File: config.mk
export PLATFORM = sky130hd
export DESIGN_NAME = seller_ctrl
export DESIGN_NICKNAME = d
export VERILOG_FILES = /design/src/rtl/seller_pkg.sv /design/src/rtl/seller_change.sv /design/src/rtl/seller_ctrl.sv
export SDC_FILE = /design/constraint.sdc
export NUM_CORES = 1
export LEC_CHECK = 0
export CAP_MARGIN = 20
export CORE_ASPECT_RATIO = 0.7
export CORE_MARGIN = 2
export CORE_UTILIZATION = 25
export DETAILED_ROUTE_END_ITERATION = 8
export GPL_ROUTABILITY_DRIVEN = 0
export HOLD_SLACK_MARGIN = 0.05
export PLACE_DENSITY_LB_ADDON = 0.2
export SYNTH_ARGS = -nofsm -noshare
export SYNTH_HDL_FRONTEND = slang
export SYNTH_SLANG_ARGS = --single-unit
export TNS_END_PERCENT = 20
File: constraint.sdc
create_clock -name clk -period 7.7 [get_ports clk]
set_input_delay 2.31 -clock clk [delete_from_list [all_inputs] [get_ports clk]]
set_output_delay 2.31 -clock clk [all_outputs]
set_load 0.02 [all_outputs]
File: src/rtl/seller_pkg.sv
// seller_pkg: coin codes, coin values and FSM state encodings shared by the seller_ctrl slice
package seller_pkg;
  typedef enum logic [1:0] {
    COIN_1   = 2'b00,
    COIN_5   = 2'b01,
    COIN_10  = 2'b10,
    COIN_BAD = 2'b11
  } coin_e;
  localparam logic [3:0] VAL_1 = 4'd1;
  localparam logic [3:0] VAL_5 = 4'd5;
  localparam logic [3:0] VAL_10 = 4'd10;
  localparam logic [2:0] ST_IDLE = 3'd0;
  localparam logic [2:0] ST_COLLECT = 3'd1;
  localparam logic [2:0] ST_VEND = 3'd2;
  localparam logic [2:0] ST_CHANGE = 3'd3;
  localparam logic [2:0] ST_DONE = 3'd4;
  function automatic logic [3:0] coin_value(input logic [1:0] t);
    return t == COIN_1 ? VAL_1 : t == COIN_5 ? VAL_5 : t == COIN_10 ? VAL_10 : 4'd0;
  endfunction
endpackage

File: src/rtl/seller_change.sv
// seller_change: greedy change dispenser, one registered coin pulse (10, 5, then 1) per cycle
// Ports: clk/rst_n (async active-low); load_i/amt_i load a new amount; chg_*_o one-hot coin
// pulses; chg_done_o high while the remaining amount is zero.
module seller_change
  import seller_pkg::*;
#(
  parameter int W = 8
) (
  input  logic         clk,
  input  logic         rst_n,
  input  logic         load_i,
  input  logic [W-1:0] amt_i,
  output logic         chg_one_o,
  output logic         chg_five_o,
  output logic         chg_ten_o,
  output logic         chg_done_o
);
  logic [W-1:0] amt_q, amt_d, cur, coin;
  // The first coin is issued on the same edge as the load so pulses line up with CHANGE cycles.
  always_comb begin
    cur = load_i ? amt_i : amt_q;
    coin = cur >= W'(VAL_10) ? W'(VAL_10) : cur >= W'(VAL_5) ? W'(VAL_5) : cur != '0 ? W'(VAL_1) : '0;
    amt_d = cur - coin;
  end
  always_ff @(posedge clk or negedge rst_n) begin
    if (!rst_n) begin
      amt_q <= '0;
      chg_one_o <= 1'b0;
      chg_five_o <= 1'b0;
      chg_ten_o <= 1'b0;
    end else begin
      amt_q <= amt_d;
      chg_one_o <= coin == W'(VAL_1);
      chg_five_o <= coin == W'(VAL_5);
      chg_ten_o <= coin == W'(VAL_10);
    end
  end
  assign chg_done_o = amt_q == '0;
endmodule

File: src/rtl/seller_ctrl.sv
// seller_ctrl: ticket seller sequencer (request latch, coin credit, ticket pulses, greedy change)
// Ports: sel_*_i request, coin_*_i coin acceptor, cancel_i abort; busy_o, credit_o, ticket_pulse_o,
// chg_{one,five,ten}_o, coin_rej_o, done_o, err_o are all registered.
// Build option: define SELLER_CTRL_TIMEOUT_EN to auto-cancel after TIMEOUT_CYC idle COLLECT cycles.
module seller_ctrl
  import seller_pkg::*;
#(
  parameter int PRICE_W = 4,
  parameter int CREDIT_W = 8,
  parameter int TIMEOUT_CYC = 100
) (
  input  logic                clk,
  input  logic                rst_n,
  input  logic                sel_valid_i,
  input  logic [PRICE_W-1:0]  sel_price_i,
  input  logic [1:0]          sel_qty_i,
  input  logic                coin_valid_i,
  input  logic [1:0]          coin_type_i,
  input  logic                cancel_i,
  output logic                busy_o,
  output logic [CREDIT_W-1:0] credit_o,
  output logic                ticket_pulse_o,
  output logic                chg_one_o,
  output logic                chg_five_o,
  output logic                chg_ten_o,
  output logic                coin_rej_o,
  output logic                done_o,
  output logic                err_o
);
  logic [2:0] state_q, state_d;
  logic [CREDIT_W-1:0] credit_q, credit_d, total_q, total_d, credit_acc, change_amt, amt;
  logic [CREDIT_W:0] sum;
  logic [1:0] qty_q, qty_d;
  logic accept, paid, load, err_d, tmo_hit, chg_done;
  always_comb begin
    // The extra sum bit flags a coin that would push credit past its maximum.
    sum = {1'b0, credit_q} + (CREDIT_W + 1)'(coin_value(coin_type_i));
    accept = coin_valid_i && state_q == ST_COLLECT && coin_type_i != COIN_BAD && !sum[CREDIT_W];
    credit_acc = accept ? sum[CREDIT_W-1:0] : credit_q;
    paid = credit_q >= total_q;
    change_amt = credit_q - total_q;
    state_d = state_q;
    credit_d = credit_q;
    total_d = total_q;
    qty_d = qty_q;
    load = 1'b0;
    amt = credit_acc;
    err_d = 1'b0;
    case (state_q)
      ST_IDLE: if (sel_valid_i) begin
        if (sel_price_i != '0 && sel_qty_i != '0) begin
          total_d = CREDIT_W'(sel_price_i) * CREDIT_W'(sel_qty_i);
          qty_d = sel_qty_i;
          credit_d = '0;
          state_d = ST_COLLECT;
        end else err_d = 1'b1;
      end
      ST_COLLECT: begin
        credit_d = credit_acc;
        if (paid) state_d = ST_VEND;
        else if (cancel_i || tmo_hit) begin
          // Refund includes a coin accepted in the same cycle as the cancel.
          err_d = tmo_hit;
          load = credit_acc != '0;
          state_d = load ? ST_CHANGE : ST_DONE;
        end
      end
      ST_VEND: begin
        qty_d = qty_q - 2'd1;
        if (qty_q == 2'd1) begin
          amt = change_amt;
          load = change_amt != '0;
          state_d = load ? ST_CHANGE : ST_DONE;
        end
      end
      ST_CHANGE: state_d = chg_done ? ST_DONE : ST_CHANGE;
      ST_DONE: begin
        credit_d = '0;
        state_d = ST_IDLE;
      end
      default: state_d = ST_IDLE;
    endcase
  end
`ifdef SELLER_CTRL_TIMEOUT_EN
  localparam int TW = $clog2(TIMEOUT_CYC + 1);
  logic [TW-1:0] tmo_q;
  assign tmo_hit = state_q == ST_COLLECT && !accept && tmo_q == TW'(TIMEOUT_CYC - 1);
  always_ff @(posedge clk or negedge rst_n) begin
    if (!rst_n) tmo_q <= '0;
    else tmo_q <= (state_q != ST_COLLECT || accept) ? '0 : tmo_q + TW'(1);
  end
`else
  logic unused_tmo;
  assign unused_tmo = ^TIMEOUT_CYC;
  assign tmo_hit = 1'b0;
`endif
  always_ff @(posedge clk or negedge rst_n) begin
    if (!rst_n) begin
      state_q <= ST_IDLE;
      credit_q <= '0;
      total_q <= '0;
      qty_q <= '0;
      busy_o <= 1'b0;
      ticket_pulse_o <= 1'b0;
      coin_rej_o <= 1'b0;
      done_o <= 1'b0;
      err_o <= 1'b0;
    end else begin
      state_q <= state_d;
      credit_q <= credit_d;
      total_q <= total_d;
      qty_q <= qty_d;
      busy_o <= state_d != ST_IDLE;
      ticket_pulse_o <= state_d == ST_VEND;
      coin_rej_o <= coin_valid_i && !accept;
      done_o <= state_d == ST_DONE;
      err_o <= err_d;
    end
  end
  assign credit_o = credit_q;
  seller_change #(.W(CREDIT_W)) u_change (
    .clk(clk),
    .rst_n(rst_n),
    .load_i(load),
    .amt_i(amt),
    .chg_one_o(chg_one_o),
    .chg_five_o(chg_five_o),
    .chg_ten_o(chg_ten_o),
    .chg_done_o(chg_done)
  );
endmodule

* Word-level counts from Yosys, hierarchy flattened *
Index checks and enable logic that the tools add are counted.

storage, ports and cells
  output and inout port bits = 16
  input bits = 13
  RAM bits = 0
  bits in latches = 0
  ROM bits = 0
  register bits = 35
  memories kept = 0
  word-level logic and storage cells = 89

cells by class
  reductions and logical operators = 21
  add/subtract/negate cells = 4
  bitwise gates (word level) = 0
  mux-type cells = 32
  order comparisons = 3
  div/mod/pow operators = 0
  shift-type cells = 0
  eq/ne operators = 15
  $mul = 1

operators with widths
  operator              number
  $mux W8               8
  $mux W3               8
  $pmux W8 S3           1
  $reduce_bool A8 Y1    3
  $mux W4               3
  $pmux W3 S4           1
  $add A8 B4 Y9         1
  $eq A3 B2 Y1 const B  3
  $reduce_and A3 Y1     3
  $eq A8 B1 Y1 const B  1
  $eq A8 B3 Y1 const B  1
  $eq A8 B4 Y1 const B  1
  $ge A8 B3 Y1 const B  1
  $ge A8 B4 Y1 const B  1
  $ge A8 B6 Y1          1
  $logic_not A8 Y1      1
  $sub A8 B6 Y8         1
  $sub A8 B8 Y8         1
  $mux W1               7
  $eq A3 B3 Y1 const B  2
  $mul A4 B2 Y6         1
  $ne A2 B2 Y1 const B  3
  $reduce_bool A3 Y1    2
  $logic_and A1 B1 Y1   5
  12 further kinds      16

* Logic depth before layout (Yosys ltp) *
  depth after elaboration = 18
  depth in mapped cells = 21
  depth with buffers taken out = 21

* Hierarchy *
A second synthesis with hierarchy kept.

unflattened totals
  cell total of the unflattened synthesis = 331
  area total of the unflattened synthesis = 2936.6 um^2

by module, submodules not included
  module         area each (um^2)  times used  cells each  seq. area each (um^2)
  seller_ctrl    2143.3            1           257         600.6
  seller_change  793.3             1           74          275.3

* Worst setup path after synthesis *
OpenSTA, ideal clock, no wires.

  path kind = input-to-reg
  start point = input port coin_type_i[1]
  end point = register u_change.amt_q[7]
  path slack = 1.365 ns
  setup time = 0.139 ns
  buffers on the path = 1
  data required time = 7.561 ns
  cell stages on the path = 20
  data arrival time = 6.196 ns
  cells stage by stage = or2b_1 > xnor2_1 > ha_1 > and2_1 > o311a_4 > nor3_4 > clkbuf_4 > mux2_1 > a211oi_1 > o211ai_1 > nand3_1 > o22ai_2 > nor2_1 > ha_1 > inv_1 > a21o_1 > a2111o_1 > o211a_1 > a311oi_1 > o211ai_1

between the ends
  longest elaborated chain between the ends = 18
  elaborated cells on any way between the ends = 26
  those cells by class = add/sub (2); order compare (2); eq/ne (3); mux (13); reduce/logical (6)

ends and longest elaborated chain
  element                                                               line                 source
  from (decl)                                                           seller_ctrl.sv:18    input logic [1:0] coin_type_i,
  $eq A2 B2 Y1                                                          seller_pkg.sv:18     return t == COIN_1 ? VAL_1 : t == COIN_5 ? VAL_5 : t == COIN_10 ? VAL_10 : 4'd0;
  $mux W4 (3 in a row)                                                  seller_pkg.sv:18
  $add A8 B4 Y9                                                         seller_ctrl.sv:37    sum = {1'b0, credit_q} + (CREDIT_W + 1)'(coin_value(coin_type_i));
  $logic_not A1 Y1                                                      seller_ctrl.sv:38    accept = coin_valid_i && state_q == ST_COLLECT && coin_type_i != COIN_BAD && !sum[CREDIT_W];
  $logic_and A1 B1 Y1                                                   seller_ctrl.sv:38
  $mux W8 *                                                             seller_ctrl.sv:39    credit_acc = accept ? sum[CREDIT_W-1:0] : credit_q;
  $reduce_bool A8 Y1                                                    seller_ctrl.sv:64    load = credit_acc != '0;
  $mux W1                                                               seller_ctrl.sv:61    else if (cancel_i || tmo_hit) begin
  $mux W1                                                               seller_ctrl.sv:60    if (paid) state_d = ST_VEND;
  $pmux W1 S2                                                           seller_ctrl.sv:49    case (state_q)
  $mux W8 *                                                             seller_change.sv:21  cur = load_i ? amt_i : amt_q;
  parallel branches: the longest is 4 deep, another holds $ge A8 B3 Y1  n/a
  $sub A8 B8 Y8 *                                                       seller_change.sv:23  amt_d = cur - coin;
  via u_change.amt_d[7]                                                 seller_change.sv:18  logic [W-1:0] amt_q, amt_d, cur, coin;
  to (signal assigned)                                                  seller_change.sv:32  amt_q <= amt_d;
  to (decl)                                                             seller_change.sv:18

Mark *: on every way through the listed nets, which the timed path passes.
A chain may end at the register's enable or synchronous reset.

* Worst setup path in the final report *
Same ends and word-level chain as after synthesis.

==> summary.md <==
| Metric | Value |
|---|---|
| Critical Path Source Type | `input pin` |
| Area of the die | `0.0140 mm^2` |
| Clk network pwr share | `12.4%` |
| Status | `finished, final reports clean` |
| Most frequent CP cell | `ha_1` |
| Vias per cell | `5.02` |
| Number of post-CTS setup repair buffers | `0` |
| Fraction of layout cells with a size suffix above 1 | `10.9%` |
| CP endpoint kind | `flip-flop` |
| CTS Buffer Depth | `2` |
| Clk_lat worst skew | `0.29 ns` |
| Min cycle time layout | `7.02 ns` |
| Top FF cell, synth | `dfrtp_1` |
| Worst EP required | `7.86 ns` |
| Final hold viol count | `0` |
| Worst-margin pin slew | `1.03 ns` |
| Mapped cell area | `0.00325 mm^2` |
| Hpwl dp | `6900 um` |
| Peak supply drop | `0.000119 V` |
| Starting DRT DRC Count | `233` |
| Non-Filler Instances | `567` |
| Slew Limit Fails | `0` |
| Initial Utilization | `25.9%` |
| Detail Route Antenna Nets | `0` |
| Synth warn | `0` |
| EDFF count, synth | `0` |
| Max cap viols | `0` |
| Worst relative slew slack | `30.8%` |
| Setup TNS | `0 ns` |
| Vias in the first global route | `2785` |
| RSZ-0062 raised after global routing | `no` |
| CTS resizes | `0` |
| WS Path Type | `input pin to flip-flop` |
| Cell accounting for the most synthesized area | `dfrtp_1` |
| Final-report setup violation count | `0` |
| Int Pwr | `904 uW` |
| Largest net degree at the start of global routing | `36` |
| Reg clk slew, reported paths | `0.06 ns` |
| Switching share of power | `49.0%` |
| Most frequent cells after synthesis | `35 x dfrtp_1, 33 x nand2_1, 32 x nor2_1, 28 x inv_1, 25 x o21ai_0` |
| Final Cycle Share | `91.2%` |
| Hold-fix buffers, CTS | `0` |
| Core ar. | `0.0125 mm^2` |
| Via count | `2846` |
| Worst path buffer plus inverter count | `3` |
| Final Skew | `0.00810 ns` |
| Worst path cell trace | `clkdlybuf4s50_1, or2b_1, xnor2_1, ha_1, and2_1, o311a_4, or4b_1, a31oi_1, a211oi_1, mux2i_1, nand3_1, o22ai_2, inv_2, ha_1, inv_1, o21ai_0, a2111o_1, o211a_1, a311oi_1, o211ai_1` |
| Synth Area per Inst | `8.56 um^2` |
| # port buffers | `28` |
| # DRC | `0` |
| Flop pwr share | `20.4%` |
| Final setup margin | `0.675 ns` |
| Placed cell count | `559` |
| Initial antenna violation count | `0` |
| Antenna diode count | `0` |
| Num CTS Buffers | `5` |
| Final Net Count | `436` |
| LEAKAGE | `1.57 nW` |
| Row Count | `34` |
| Async S/R FF share, synth | `100%` |
| Setup WS pre-CTS | `0.402 ns` |
| Remaining global-route overflow | `0` |
| Synth area leaders | `dfrtp_1 27%, ha_1 6.2%, o21ai_0 3.8%` |
| Number of synthesized register bits | `35` |
| Post-synth cell types | `83` |
| Area grow syn2layout | `17.7%` |
| Global Route Usage Sum | `13.4%` |
| Post-Syn Instances | `380` |
| Clock Sink Count | `35` |
| Slowest stage delay, CP | `0.58 ns` |
| Root buffer cell | `clkbuf_16` |
| WL/cell | `15.7 um` |
| Delay-heaviest family, CP | `compound AO/OA/AOI/OAI gates` |
| Most common cell in the netlist | `dfrtp_1` |
| Post-Route WL | `8910 um` |
| Min-delay worst type | `flip-flop to flip-flop` |
| Crit path max fanout | `6` |
| Fmax | `142 MHz` |
| Comb pwr share | `67.3%` |
| Top-area cell type share of the netlist area | `26.9%` |
| CP max stage cell | `or4b_1` |
| Drt pass-1 iters | `5` |
| Die width | `140 um` |
| PD cells | `463 mW/mm^2` |
| Global-route wire length before repair | `14800 um` |
| Switch Pwr | `869 uW` |
| CTS tree | `done` |
| # IOs | `29` |
| Arrival @ worst endpoint | `7.18 ns` |
| Sequential share of the synthesized area | `26.9%` |
| Die Y | `99.4 um` |
| H-tree depth | `2` |
| Post-Synthesis Net Count | `412` |
final cells by class:
type | count | area (um^2)
Clock buffer | 8 | 156
Tap cell | 162 | 203
Sequential cell | 35 | 876
Timing Repair Buffer | 31 | 298
Inverter | 29 | 109
Multi-Input combinational cell | 302 | 2190
Fill cell | 1317 | 8720
metrics by stage:
step / power [mW] / utilization, % / hold slack (ns) / area, um^2
2_1_floorplan: 1.24 / - / 0.489 / 3250
3_3_place_gp: 1.55 / 29.3 / 0.519 / 3670
3_5_place_dp: 1.55 / 29.3 / 0.523 / 3670
4_1_cts: 1.78 / 30.5 / 0.535 / 3830
5_1_grt: 1.94 / 30.5 / 0.548 / 3830
6_report: 1.77 / 30.5 / 0.525 / 3830
worst min-delay path: cells and delay by family, from the launching register on:
kind | cells | cell delay [ns]
buf+inv | 1 | 0.05
mux | 1 | 0.11
flops | 1 | 0.31
registers in the layout, summed over array words and instances, names as in the netlist, 2 cells and up:
| signal | count |
|---|---|
| credit_o | 8 |
| qty_q | 2 |
| state_q | 3 |
| total_q | 6 |
| u_change.amt_q | 8 |
path summary, 6_finish.rpt:
kind,start,endpoint,slack (ns),cells after the start
setup reg to reg,credit_o[0]$_DFFE_PN0P_,u_change.amt_q[7]$_DFF_PN0_,2.87,20
hold / removal,total_q[4]$_DFFE_PN0P_,total_q[4]$_DFFE_PN0P_,0.53,2
hold reg to reg,total_q[4]$_DFFE_PN0P_,total_q[4]$_DFFE_PN0P_,0.53,2
min in group asynchronous,rst_n,total_q[2]$_DFFE_PN0P_,2.14,1
setup / recovery,coin_type_i[1],u_change.amt_q[7]$_DFF_PN0_,0.68,20
max in group asynchronous,rst_n,u_change.amt_q[3]$_DFF_PN0_,5.02,1
power by group through the flow:
stage,Sequential [mW],Combinational [mW],Clock (mW)
2_1_floorplan,0.338,0.901,0
5_1_grt,0.375,1.32,0.237
6_report,0.361,1.19,0.219
3_3_place_gp,0.366,1.18,0
4_1_cts,0.361,1.19,0.227
3_5_place_dp,0.365,1.18,0
per-layer routing:
metal	vias up	wire length, um	track usage (%)
met2	40	3580	19.1
met3	4	292	2.89
met5	-	0	0
met4	0	46	3.34
li1	1438	-	-
met1	1364	4980	20.5
logic make-up (layout without fill, tap and decap cells):
logic type | after synthesis | after routing | synth area share, %
and+or+nand+nor | 151 | 151 | 26.5
AOI/OAI and AO/OA | 103 | 103 | 23.7
buffers and inverters | 43 | 68 | 5.81
DFF | 35 | 35 | 26.9
adders and majority gates | 20 | 20 | 8.35
xor gates and xnor gates | 14 | 14 | 3.77
muxes | 14 | 14 | 4.96
cell usage in the layout (no fill, tap or decap), types with 5 or more instances in the layout:
master,count
nand3_1,13
ha_1,16
inv_1,28
a21oi_1,15
clkbuf_16,5
xnor2_1,10
nor3_1,12
o22ai_1,5
nor4_1,6
nor2_1,32
dfrtp_1,35
a31oi_1,7
nor2b_1,6
and2_1,9
clkdlybuf4s50_1,27
nand2_1,33
o21ai_0,25
and3_1,5
mux2i_1,9
No activity file was read; power rests on OpenSTA's default activity.
